## src/rtl/operand_pkg.sv

```systemverilog
// operand_pkg: shared limits and slice helper for the operand register pipeline.
package operand_pkg;
    localparam int MIN_DEPTH = 1;
    localparam int MIN_PORTS = 1;

    function automatic int slice_base(input int p, input int w);
        return p * w;
    endfunction
endpackage

```

## src/rtl/operand_delay_line.sv

```systemverilog
// operand_delay_line: DEPTH-stage data/valid shift pipeline with stall and flush.
module operand_delay_line #(
    parameter int DATA_WIDTH = 32,
    parameter int DEPTH      = 2
) (
    input  logic                  clk,
    input  logic                  reset_n,
    input  logic                  stall,
    input  logic                  flush,
    input  logic [DATA_WIDTH-1:0] in_data,
    input  logic                  in_valid,
    output logic [DATA_WIDTH-1:0] out_data,
    output logic                  out_valid
);
    logic [DATA_WIDTH-1:0] data_q [DEPTH];
    logic [DEPTH-1:0]      valid_q;

    // flush outranks stall so a stalled pipeline can still be cleared
    always_ff @(posedge clk) begin
        if (!reset_n || flush) begin
            for (int k = 0; k < DEPTH; k++) data_q[k] <= '0;
            valid_q <= '0;
        end else if (!stall) begin
            data_q[0]  <= in_data;
            valid_q[0] <= in_valid;
            for (int k = 1; k < DEPTH; k++) begin
                data_q[k]  <= data_q[k-1];
                valid_q[k] <= valid_q[k-1];
            end
        end
    end

    assign out_data  = data_q[DEPTH-1];
    assign out_valid = valid_q[DEPTH-1];
endmodule

```

## src/rtl/operand_reg_pipe.sv

```systemverilog
// operand_reg_pipe: operand holding register fanned out to NUM_PORTS aligned delay lines.
module operand_reg_pipe
    import operand_pkg::*;
#(
    parameter int DATA_WIDTH = 32,
    parameter int NUM_PORTS  = 2,
    parameter int DEPTH      = 2
) (
    input  logic                            clk,
    input  logic                            reset_n,
    input  logic                            load,
    input  logic [DATA_WIDTH-1:0]           data_in,
    input  logic                            stall,
    input  logic                            flush,
    input  logic [NUM_PORTS-1:0]            port_en,
    output logic [NUM_PORTS*DATA_WIDTH-1:0] data_out,
    output logic [NUM_PORTS-1:0]            valid_out,
    output logic                            hold_valid
);
    logic [DATA_WIDTH-1:0] hold_q;
    logic [DATA_WIDTH-1:0] inj_data;
    logic                  inj_on;

    if (DEPTH < MIN_DEPTH || NUM_PORTS < MIN_PORTS) begin : g_bad_params
        $error("operand_reg_pipe: DEPTH and NUM_PORTS must both be >= 1");
    end

    always_ff @(posedge clk) begin
        if (!reset_n) begin
            hold_q     <= '0;
            hold_valid <= 1'b0;
        end else if (load) begin
            hold_q     <= data_in;
            hold_valid <= 1'b1;
        end
    end

    // bypass lets a fresh load enter the pipelines on the same edge it is held
    always_comb begin
        inj_data = load ? data_in : hold_q;
        inj_on   = load | hold_valid;
    end

    for (genvar p = 0; p < NUM_PORTS; p++) begin : g_port
        operand_delay_line #(
            .DATA_WIDTH(DATA_WIDTH),
            .DEPTH     (DEPTH)
        ) u_line (
            .clk      (clk),
            .reset_n  (reset_n),
            .stall    (stall),
            .flush    (flush),
            .in_data  (inj_data),
            .in_valid (inj_on & port_en[p]),
            .out_data (data_out[slice_base(p, DATA_WIDTH) +: DATA_WIDTH]),
            .out_valid(valid_out[p])
        );
    end
endmodule

```

## config.mk

```make
export PLATFORM = sky130hd
export DESIGN_NAME = operand_reg_pipe
export DESIGN_NICKNAME = d
export VERILOG_FILES = /design/src/rtl/operand_pkg.sv /design/src/rtl/operand_delay_line.sv /design/src/rtl/operand_reg_pipe.sv
export SDC_FILE = /design/constraint.sdc
export NUM_CORES = 1
export LEC_CHECK = 0
export CORE_ASPECT_RATIO = 2
export CORE_MARGIN = 1.5
export CORE_UTILIZATION = 67
export DETAILED_ROUTE_END_ITERATION = 8
export DONT_BUFFER_PORTS = 1
export PLACE_DENSITY = 0.92
export SLEW_MARGIN = 5
export SYNTH_ARGS = -nofsm -noshare
export SYNTH_HDL_FRONTEND = slang
export SYNTH_SLANG_ARGS = --single-unit
```

## constraint.sdc

```tcl
create_clock -name clk -period 3.6 [get_ports clk]
set_input_delay 0.54 -clock clk [delete_from_list [all_inputs] [get_ports clk]]
set_output_delay 0.54 -clock clk [all_outputs]
set_load 0.01 [all_outputs]
```

Yosys cells after proc, flatten, opt, wreduce, memory -nomap -nowiden
Memories as Yosys holds them, arrays and structs flattened.
Index checks and enable logic that the tools add are counted.
Widths: inputs -> output; s select.

storage, ports and cells
  register bits after elaboration = 37
  memory bits (writable) = 128
  input port bits = 39
  output and inout port bits = 67
  logic and storage cells = 25
  memories = 2

cells by class
  mux-type cells = 10
  bitwise operators = 7
  reductions and logical operators = 2

memories
  name                     depth  width  read ports  clocked after Yosys merged registers in  write ports  line                      source
  g_port[0].u_line.data_q  2      32     2           0                                        2            operand_delay_line.sv:15  logic [DATA_WIDTH-1:0] data_q [DEPTH];
  g_port[1].u_line.data_q  2      32     2           0                                        2            operand_delay_line.sv:15

operator list
  operator          number
  $mux 32           5
  $mux 1            5
  $or 1x1->1        5
  $and 1x1->1       2
  $logic_not 1->1   1
  $logic_or 1x1->1  1

Depth between registers and ports, before layout
  word-level depth = 5
  depth in mapped cells = 4

Cells and area by module
From an unflattened synthesis, not the netlist that was laid out.

second synthesis, totals
  cells, all modules = 458
  area total of the unflattened synthesis = 6960.4 um2

by module, submodules not included
  module              instances  cells each  area an instance (um2)  seq. area each (um2)
  operand_delay_line  2          175         2758.9                  1961.9
  operand_reg_pipe    1          108         1442.6                  660.6

Least setup slack after synthesis
OpenSTA, ideal clock, no wires.

  kind = input -> register
  start = in stall
  end = mem g_port[0].u_line.data_q[0][0] (enable)
  library setup time = 0.418 ns
  arrival time = 2.011 ns
  data required time = 3.182 ns
  setup slack = 1.171 ns
  cell stages on the path = 2
  path buffers = 0
  cells stage by stage = and3b_1 -> inv_1

RTL lines
  element      line                      source
  from (decl)  operand_reg_pipe.sv:13    input logic stall,
  to (decl)    operand_delay_line.sv:15

==> results.tsv <==
stage	metric	value	unit
finish	num-nets-final	289	
finish	diodes	0	
clock_network	tritoncts	done	
global_route	grt_pass1_wl	7.90	mm
clock_network	clockBufferDepth	2	
finish	layout_common_cells	edfxtp_1, dfxtp_1, and2_1	
worst_setup_path	arrival	1690	ps
pwr	p_clk_share	38.9	%
detailed_routing	post-route-drc-count	0	
timing	rsz0062_at_grt	false	
hold_path	hold_class	in -> reg	
worst_setup_path	crit_path_max_fanout	64	
timing	drv_slew	0	
detailed_routing	wirelength	5.11	mm
clock_network	cts-hold-fix-buffers	0	
clock_network	h-tree-depth	3	
timing	finalSetupTns	0	ps
placed_design	dp_slack	1480	ps
worst_setup_path	startpoint	stall	
synth	synth-warning-count	0	
worst_setup_path	crit_type	in -> reg	
clock_network	insertion_delay	340	ps
finish	layout-drive-gt1-share	6.27	%
clock_network	cts_made_buffers	9	
timing	fin_crit_sh	48.3	%
global_route	grt-ovfl-total	0	
synth	ys_types	17	
synth	ys_seq_elements	101	
worst_setup_path	cpPeakStageDelay	890	ps
pwr	switching_power	0.463	mW
worst_setup_path	cp-end-kind	register	
pwr	p_int	1.83	mW
floorplanning	rows	40	
floorplanning	coreArea	6010	sq um
pwr	peakVddDrop	424	uV
global_route	first_global_vias	1585	
worst_setup_path	cp_top_family	buffers and inverters	
global_route	grt_max_degree	65	
placed_design	gp_congestion	0.815	
synth	syn_inst	319	
worst_setup_path	slowest_stage	inv_2	
detailed_routing	wl_per_cell	16.1	um
floorplanning	ios	106	
synth	synth_fp_nets	358	
synth	synth.avg_cell_area	13.1	sq um
timing	timing.final.crit_period	1740	ps
clock_network	clk_pin_slew	60	ps
run	max_cap_viol_count	0	
timing	slew_headroom	18.4	%
outcome	status	completed	
hold_path	worstHoldStart	reset_n	
worst_setup_path	cp.depth	2	
worst_setup_path	crit_buf_inv	1	
clock_network	post_cts_buffers	0	
finish	area_growth	-5.50	%
floorplanning	fp.dieH	115	um
pwr	switching_share	20.2	%
timing	setup-violations-final	0	
clock_network	cts.repair.resized	0	
worst_setup_path	crit_path_start_kind	input pin	
pwr	seq_power_share	57.8	%
floorplanning	die-width	58.9	um
clock_network	cts_sinks	101	
global_route	grt_antenna_before_repair	0	
finish	layout.cells.non_filler	318	
placed_design	dp.cells	302	
detailed_routing	drtAntennaViolNets	0	
worst_setup_path	timing.rr.start	hold_valid	
worst_setup_path	crit_chain	and3b_1 -> inv_2	
placed_design	port_buffers	0	
timing	setup_ws	1860	ps
placed_design	hpwlAfterDp	3.42	mm
timing	max_freq	575	MHz
timing	worst_pin_slew	1220	ps
hold_path	min_path_cells	1	
global_route	grtUsageTotal	16.1	%
detailed_routing	vias	1729	
synth	syn-cell-area	4190	sq um
timing	skew	3.87	ps
clock_network	cts-root-buf	clkbuf_16	
floorplanning	initial_core_util	69.7	%
pwr	power_frac_comb	3.3	%
finish	final_common_cell	edfxtp_1	
pwr	powerDensity	579	nW/um^2
floorplanning	dieArea	6760	sq um
worst_setup_path	worstPathRequired	3550	ps
detailed_routing	drtPass1Iterations	6	
timing	finalHoldViolCount	0	
pwr	power_leakage	1.61	nW
timing	hold_slack	327	ps
finish	final_util	65.9	%
detailed_routing	viasPerCell	5.44	
synth	ys_seq_area_share	63.6	%
detailed_routing	first_iter_violations	34	
worst_setup_path	worst_r2r_path_depth	2	
## per-layer routing
| metal | vias up | share of wire (%) | GRT usage, % | wire length (um) |
|---|---|---|---|---|
| met5 | - | 0 | 0 | 0 |
| li1 | 858 | - | - | - |
| met3 | 12 | 8.4 | 7.65 | 431 |
| met1 | 790 | 43 | 20.4 | 2200 |
| met2 | 69 | 46 | 22.3 | 2350 |
| met4 | 0 | 2.5 | 9.24 | 127 |
## registers in the layout (all words and copies together) (netlist names)
name	flops
hold_q	32
hold_valid	1
g_port.u_line.data_q	64
g_port.u_line.valid_q	4
## per-stage QoR
stage	cell area, sq um	power, mW
2_1_floorplan	4190	1.47
3_3_place_gp	3670	1.42
3_5_place_dp	3670	1.43
4_1_cts	3960	2.32
5_1_grt	3960	2.37
6_report	3960	2.29
## power by group through the flow
stage | clock (mW) | sequential [mW] | combinational [mW]
finish | 0.891 | 1.33 | 0.0754
global route | 0.953 | 1.33 | 0.0837
CTS | 0.915 | 1.33 | 0.0764
detailed placement | 0 | 1.35 | 0.0760
global placement | 0 | 1.35 | 0.0723
floorplan | 0 | 1.33 | 0.142
## final timing paths
check / slack, ps / to
hold reg to reg: 470 / g_port[0].u_line.valid_q[1]
hold / removal: 330 / hold_valid
setup / recovery: 1860 / g_port[0].u_line.data_q[0][15]
setup reg to reg: 2600 / g_port[1].u_line.valid_q[0]
## cell usage after synthesis
library cell	number	area [sq um]
buf_4	69	518
edfxtp_1	64	1920
dfxtp_1	37	741
and2_1	33	206
mux2i_1	32	320
nor2_1	32	120
nor2b_1	32	200
buf_6	4	45.0
clkbuf_1	4	15.0
buf_2	3	15.0
a22o_1	2	17.5
a32o_1	2	20.0
and3b_1	1	8.76
inv_1	1	3.75
nor3b_4	1	18.8
or2_1	1	6.26
or3b_1	1	8.76
## cell families after synthesis
family / synth area share [%]
and+or+nand+nor: 13.6
muxes: 7.65
AOI/OAI and AO/OA: 0.897
buffers and inverters: 14.3
DFF: 63.6
## cell type report
type	count	area, sq um
fillers	403	2050
inverters	1	3.75
clock inverters	6	33.8
well taps	63	78.8
multi-input cells	137	927
flip-flops and latches	101	2660
clock buffers	10	250
## worst reg2reg max path, cell delays in order, from the launching register on
cell     delay (ps)
dfxtp_1         340
or2_1           280
a32o_1          270
Power figures use the tool's default switching activity.
==> RTL edit 1, RTL diff (same settings) <==
`DEPTH` is set to 2 in 2 places; all go to 4.
--- a/src/rtl/operand_delay_line.sv
+++ b/src/rtl/operand_delay_line.sv
@@ -1,7 +1,7 @@
 // operand_delay_line: DEPTH-stage data/valid shift pipeline with stall and flush.
 module operand_delay_line #(
     parameter int DATA_WIDTH = 32,
-    parameter int DEPTH      = 2
+    parameter int DEPTH      = 4
 ) (
     input  logic                  clk,
     input  logic                  reset_n,
--- a/src/rtl/operand_reg_pipe.sv
+++ b/src/rtl/operand_reg_pipe.sv
@@ -4,7 +4,7 @@
 #(
     parameter int DATA_WIDTH = 32,
     parameter int NUM_PORTS  = 2,
-    parameter int DEPTH      = 2
+    parameter int DEPTH      = 4
 ) (
     input  logic                            clk,
     input  logic                            reset_n,
Behaviour: not the same (a bounded check fails within 4 cycles, from zero or initial values and one cycle with reset_n low).
==> RTL edit 1 against the unedited design <==
Sequential power up 67%; synthesized area up 54%; sequential cell count up 68; design area up 70%; total power up 71%; setup slack better by 0.0041 ns; critical path depth up 1; wire length up 53%; critical path type unchanged.
==> RTL edit 1: results (changes against the unedited design) <==
\begin{tabular}{lr}
\hline
Metric & Value \\
\hline
\multicolumn{2}{l}{\textbf{Status}} \\
Run status & finished clean (unchanged) \\
\multicolumn{2}{l}{\textbf{Clock tree}} \\
Number of H-tree levels & 4 (was 3) \\
Cts bufs inserted & 17 (was 9) \\
\multicolumn{2}{l}{\textbf{Place}} \\
Instance count after placement with tap cells included & 481 (was 302) \\
Post-placement cell area & 6200 sq um (was 3670 sq um) \\
\multicolumn{2}{l}{\textbf{Synthesis}} \\
Post-synthesis compound-gate area fraction & 1.13\% (was 0.897\%) \\
Net count after synthesis & 471 (was 358) \\
Mux share of post-synthesis cell area & 4.98\% (was 7.65\%) \\
Mapped Cells & 432 (was 319) \\
\multicolumn{2}{l}{\textbf{Power}} \\
Seq pwr & 2.22 mW (was 1.33 mW) \\
Comb pwr share & 2.6\% (was 3.3\%) \\
Internal Power & 3.17 mW (was 1.83 mW) \\
\multicolumn{2}{l}{\textbf{Timing}} \\
Slew of the pin with the lowest slew margin & 1.09 ns (was 1.22 ns) \\
Worst clock skew on the final layout & 0.00512 ns (was 0.00387 ns) \\
\multicolumn{2}{l}{\textbf{Route}} \\
Detailed router's first-iteration violation count & 103 (was 34) \\
Via count & 2,777 (was 1,729) \\
Ratio of routed vias to standard cells & 5.41 (was 5.44) \\
\multicolumn{2}{l}{\textbf{Setup path}} \\
Largest driver fanout on the critical path & 113 (was 64) \\
\multicolumn{2}{l}{\textbf{Global routing}} \\
Global-route wire length before repair & 12,000 microns (was 7900 microns) \\
Overall global routing resource usage & 16.3\% (was 16.1\%) \\
Largest net degree at the start of global routing & 114 (was 65) \\
Vias in the first global route & 2,715 (was 1,585) \\
\multicolumn{2}{l}{\textbf{Layout}} \\
Largest registers ranked by flip-flop count & g\_port.u\_line.data\_q (128), hold\_q (32), g\_port.u\_line.valid\_q (8) (was g\_port.u\_line.data\_q (64), hold\_q (32), g\_port.u\_line.valid\_q (4)) \\
Share of layout cells above drive strength 1 & 9.29\% (was 6.27\%) \\
Final layout net count & 435 (was 289) \\
\hline
\end{tabular}
-- RTL edit 1: worst max-delay path: stages --
cell	delay (ns)
and3b_1	0.44
clkinvlp_4	0.42
buf_12	0.38
-- RTL edit 1: metrics by stage --
stage                     hold WS [ns]  total power, mW  util [%]  worst slack [ns]
final                            0.258             3.92      72.3              1.87
after global routing             0.239             4.05      72.3              1.81
after CTS                        0.242             3.95      72.3              1.91
after detailed placement         0.460             2.37      66.6              1.49
after global placement           0.447             2.36      66.6              1.59
after floorplan                  0.443             2.38         -             0.198
-- RTL edit 1: final timing paths --
kind / startpoint / endpoint / slack, ns / cells past startpoint
max: flush / g_port[1].u_line.data_q[2][12]$_SDFFCE_PN0P_ / 1.87 / 3
max reg2reg: hold_valid$_SDFFE_PN0P_ / g_port[1].u_line.valid_q[0]$_SDFFE_PP0N_ / 2.56 / 2
min reg2reg: g_port[0].u_line.valid_q[0]$_SDFFE_PP0N_ / g_port[0].u_line.valid_q[0]$_SDFFE_PP0N_ / 0.47 / 1
min: reset_n / hold_valid$_SDFFE_PN0P_ / 0.26 / 1
-- RTL edit 1: layout make-up --
type,instances,area (sq um)
fillers,527,2580
multi-input cells,205,1380
inverters,1,7.51
clock inverters,10,50.0
well taps,104,130
repair buffers,2,27.5
flip-flops and latches,169,4660
clock buffers,22,485
-- RTL edit 1: logic make-up (layout without fill, tap and decap cells) --
| kind of cell | Yosys count | in the layout |
|---|---|---|
| AO/OA/AOI/OAI | 8 | 8 |
| buffers and inverters | 58 | 35 |
| flip-flops | 169 | 169 |
| multiplexers | 32 | 32 |
| AND/OR/NAND/NOR | 165 | 165 |
-- RTL edit 1: metal layers --
layer,track usage (%),share of wire [%]
met2,29.4,57
met3,6.53,6.2
met4,11.0,2.6
met5,0,0
met1,14.0,35
==> RTL edit 2, RTL diff (config.mk and constraints unchanged) <==
Made on the original files. Make the reset (`reset_n`) asynchronous in one clocked block.
--- a/src/rtl/operand_reg_pipe.sv
+++ b/src/rtl/operand_reg_pipe.sv
@@ -25,7 +25,7 @@
         $error("operand_reg_pipe: DEPTH and NUM_PORTS must both be >= 1");
     end
 
-    always_ff @(posedge clk) begin
+    always_ff @(posedge clk or negedge reset_n) begin
         if (!reset_n) begin
             hold_q     <= '0;
             hold_valid <= 1'b0;
Check against the original RTL: differs if reset_n is asserted again (counterexample within 4 cycles, from zero or initial values and one cycle with reset_n low); with reset_n held inactive, the same outputs for 4 cycles.
==> RTL edit 2 against the unedited design <==
Register-to-register slack worse by 0.04 ns; sequential cell count stayed put; synthesized area grew 1.3%; design area rose by 3.8%; wire length rose by 6.7%; total power grew 3.5%; synthesized cell count fell by 12%; die area increased by 1.2%; setup slack better by 0.088 ns; largest power group unchanged.
==> RTL edit 2: results (changes against the unedited design) <==
\begin{tabular}{lr}
\hline
Metric & Value \\
\hline
\multicolumn{2}{l}{\textbf{Route}} \\
Wire length on met2 & 2840 microns (was 2350 microns) \\
Detailed router's first-iteration violation count & 71 (was 34) \\
Ratio of routed vias to standard cells & 5.37 (was 5.44) \\
Drt first pass iters & 4 (was 6) \\
Wire length on met3 & 360 microns (was 431 microns) \\
\multicolumn{2}{l}{\textbf{Setup path}} \\
Largest stage delay on the critical path & 0.53 ns (was 0.89 ns) \\
Largest driver fanout on the critical path & 35 (was 64) \\
R2R Path End & g\_port[0].u\_line.data\_q[0][1]\$\_SDFFCE\_PN0P\_ (was g\_port[1].u\_line.valid\_q[0]\$\_SDFFE\_PP0N\_) \\
FF-to-FF setup slack & 2.56 ns (was 2.60 ns) \\
\multicolumn{2}{l}{\textbf{Status}} \\
Run status & finished clean (unchanged) \\
\multicolumn{2}{l}{\textbf{Timing}} \\
Worst slack on hold paths & 0.0233 ns (was 0.327 ns) \\
Worst clock skew on the final layout & 0.00720 ns (was 0.00387 ns) \\
Min cycle time layout & 1.65 ns (was 1.74 ns) \\
\multicolumn{2}{l}{\textbf{Global routing}} \\
Global-route wire length before repair & 8420 microns (was 7900 microns) \\
Largest net degree at the start of global routing & 48 (was 65) \\
Vias in the first global route & 1,724 (was 1,585) \\
Overall global routing resource usage & 17.6\% (was 16.1\%) \\
Met3 Resource Use GR & 6.36\% (was 7.65\%) \\
Met1 usage in global routing & 19.4\% (was 20.4\%) \\
Met2 demand-to-capacity share in global routing & 27.0\% (was 22.3\%) \\
\multicolumn{2}{l}{\textbf{Layout}} \\
Final layout net count & 259 (was 289) \\
Number of cells in the finished layout apart from fillers & 309 (was 318) \\
Area delta synth->final & -3.13\% (was -5.50\%) \\
\multicolumn{2}{l}{\textbf{Synthesis}} \\
Post-synth ARST share & 32.7\% (was 0\%) \\
Average instance area after synthesis & 15.0 sq um (was 13.1 sq um) \\
Most used standard cells in the synthesized netlist & 67 x buf\_4, 64 x and2\_1, 64 x edfxtp\_1, 33 x dfrtp\_1, 32 x mux2\_2 (was 69 x buf\_4, 64 x edfxtp\_1, 37 x dfxtp\_1, 33 x and2\_1) \\
Portion of the post-synthesis area used by sequential elements & 66.7\% (was 63.6\%) \\
Mux share of post-synthesis cell area & 8.50\% (was 7.65\%) \\
Largest cells by area after synthesis & edfxtp\_1 45\%, dfrtp\_1 19\%, buf\_4 12\% (was edfxtp\_1 46\%, dfxtp\_1 18\%, buf\_4 12\%) \\
Number of library cell types mapped by synthesis & 15 (was 17) \\
Post-synthesis compound-gate area fraction & 0.885\% (was 0.897\%) \\
\multicolumn{2}{l}{\textbf{Place}} \\
Post-placement cell area & 3790 sq um (was 3670 sq um) \\
Post-DP HPWL & 3340 microns (was 3420 microns) \\
\multicolumn{2}{l}{\textbf{Clock tree}} \\
Hold buffers post-CTS & 1 (was 0) \\
\multicolumn{2}{l}{\textbf{Min path}} \\
Min-Delay Path Class & in2async (was in2reg) \\
\hline
\end{tabular}
-- RTL edit 2: cell types whose count changed in the layout (fill, tap and decap cells not counted), sizes merged, moves of 2 or more --
cell   before  now
dfxtp      37    4
nor2b      32    0
inv         3    1
mux2i      32    0
nor2       32    0
and2       33   64
buf         0    4
mux2        0   32
dfrtp       0   33
-- RTL edit 2: power groups by stage --
| stage | clock network (mW) | logic (mW) | registers (mW) |
|---|---|---|---|
| 2_1_floorplan | 0 | 0.142 | 1.35 |
| 3_3_place_gp | 0 | 0.0775 | 1.37 |
| 3_5_place_dp | 0 | 0.0816 | 1.38 |
| 4_1_cts | 0.949 | 0.0928 | 1.35 |
| 5_1_grt | 0.983 | 0.101 | 1.36 |
| 6_report | 0.928 | 0.0904 | 1.35 |
-- RTL edit 2: area by class of cell --
type                    count  share of cell area (%)
inverters                   1                  0.0914
clock inverters             5                    1.22
multi-input cells         103                    20.3
clock buffers              11                    5.91
repair buffers              4                    1.04
well taps                  84                    2.56
flip-flops and latches    101                    68.9
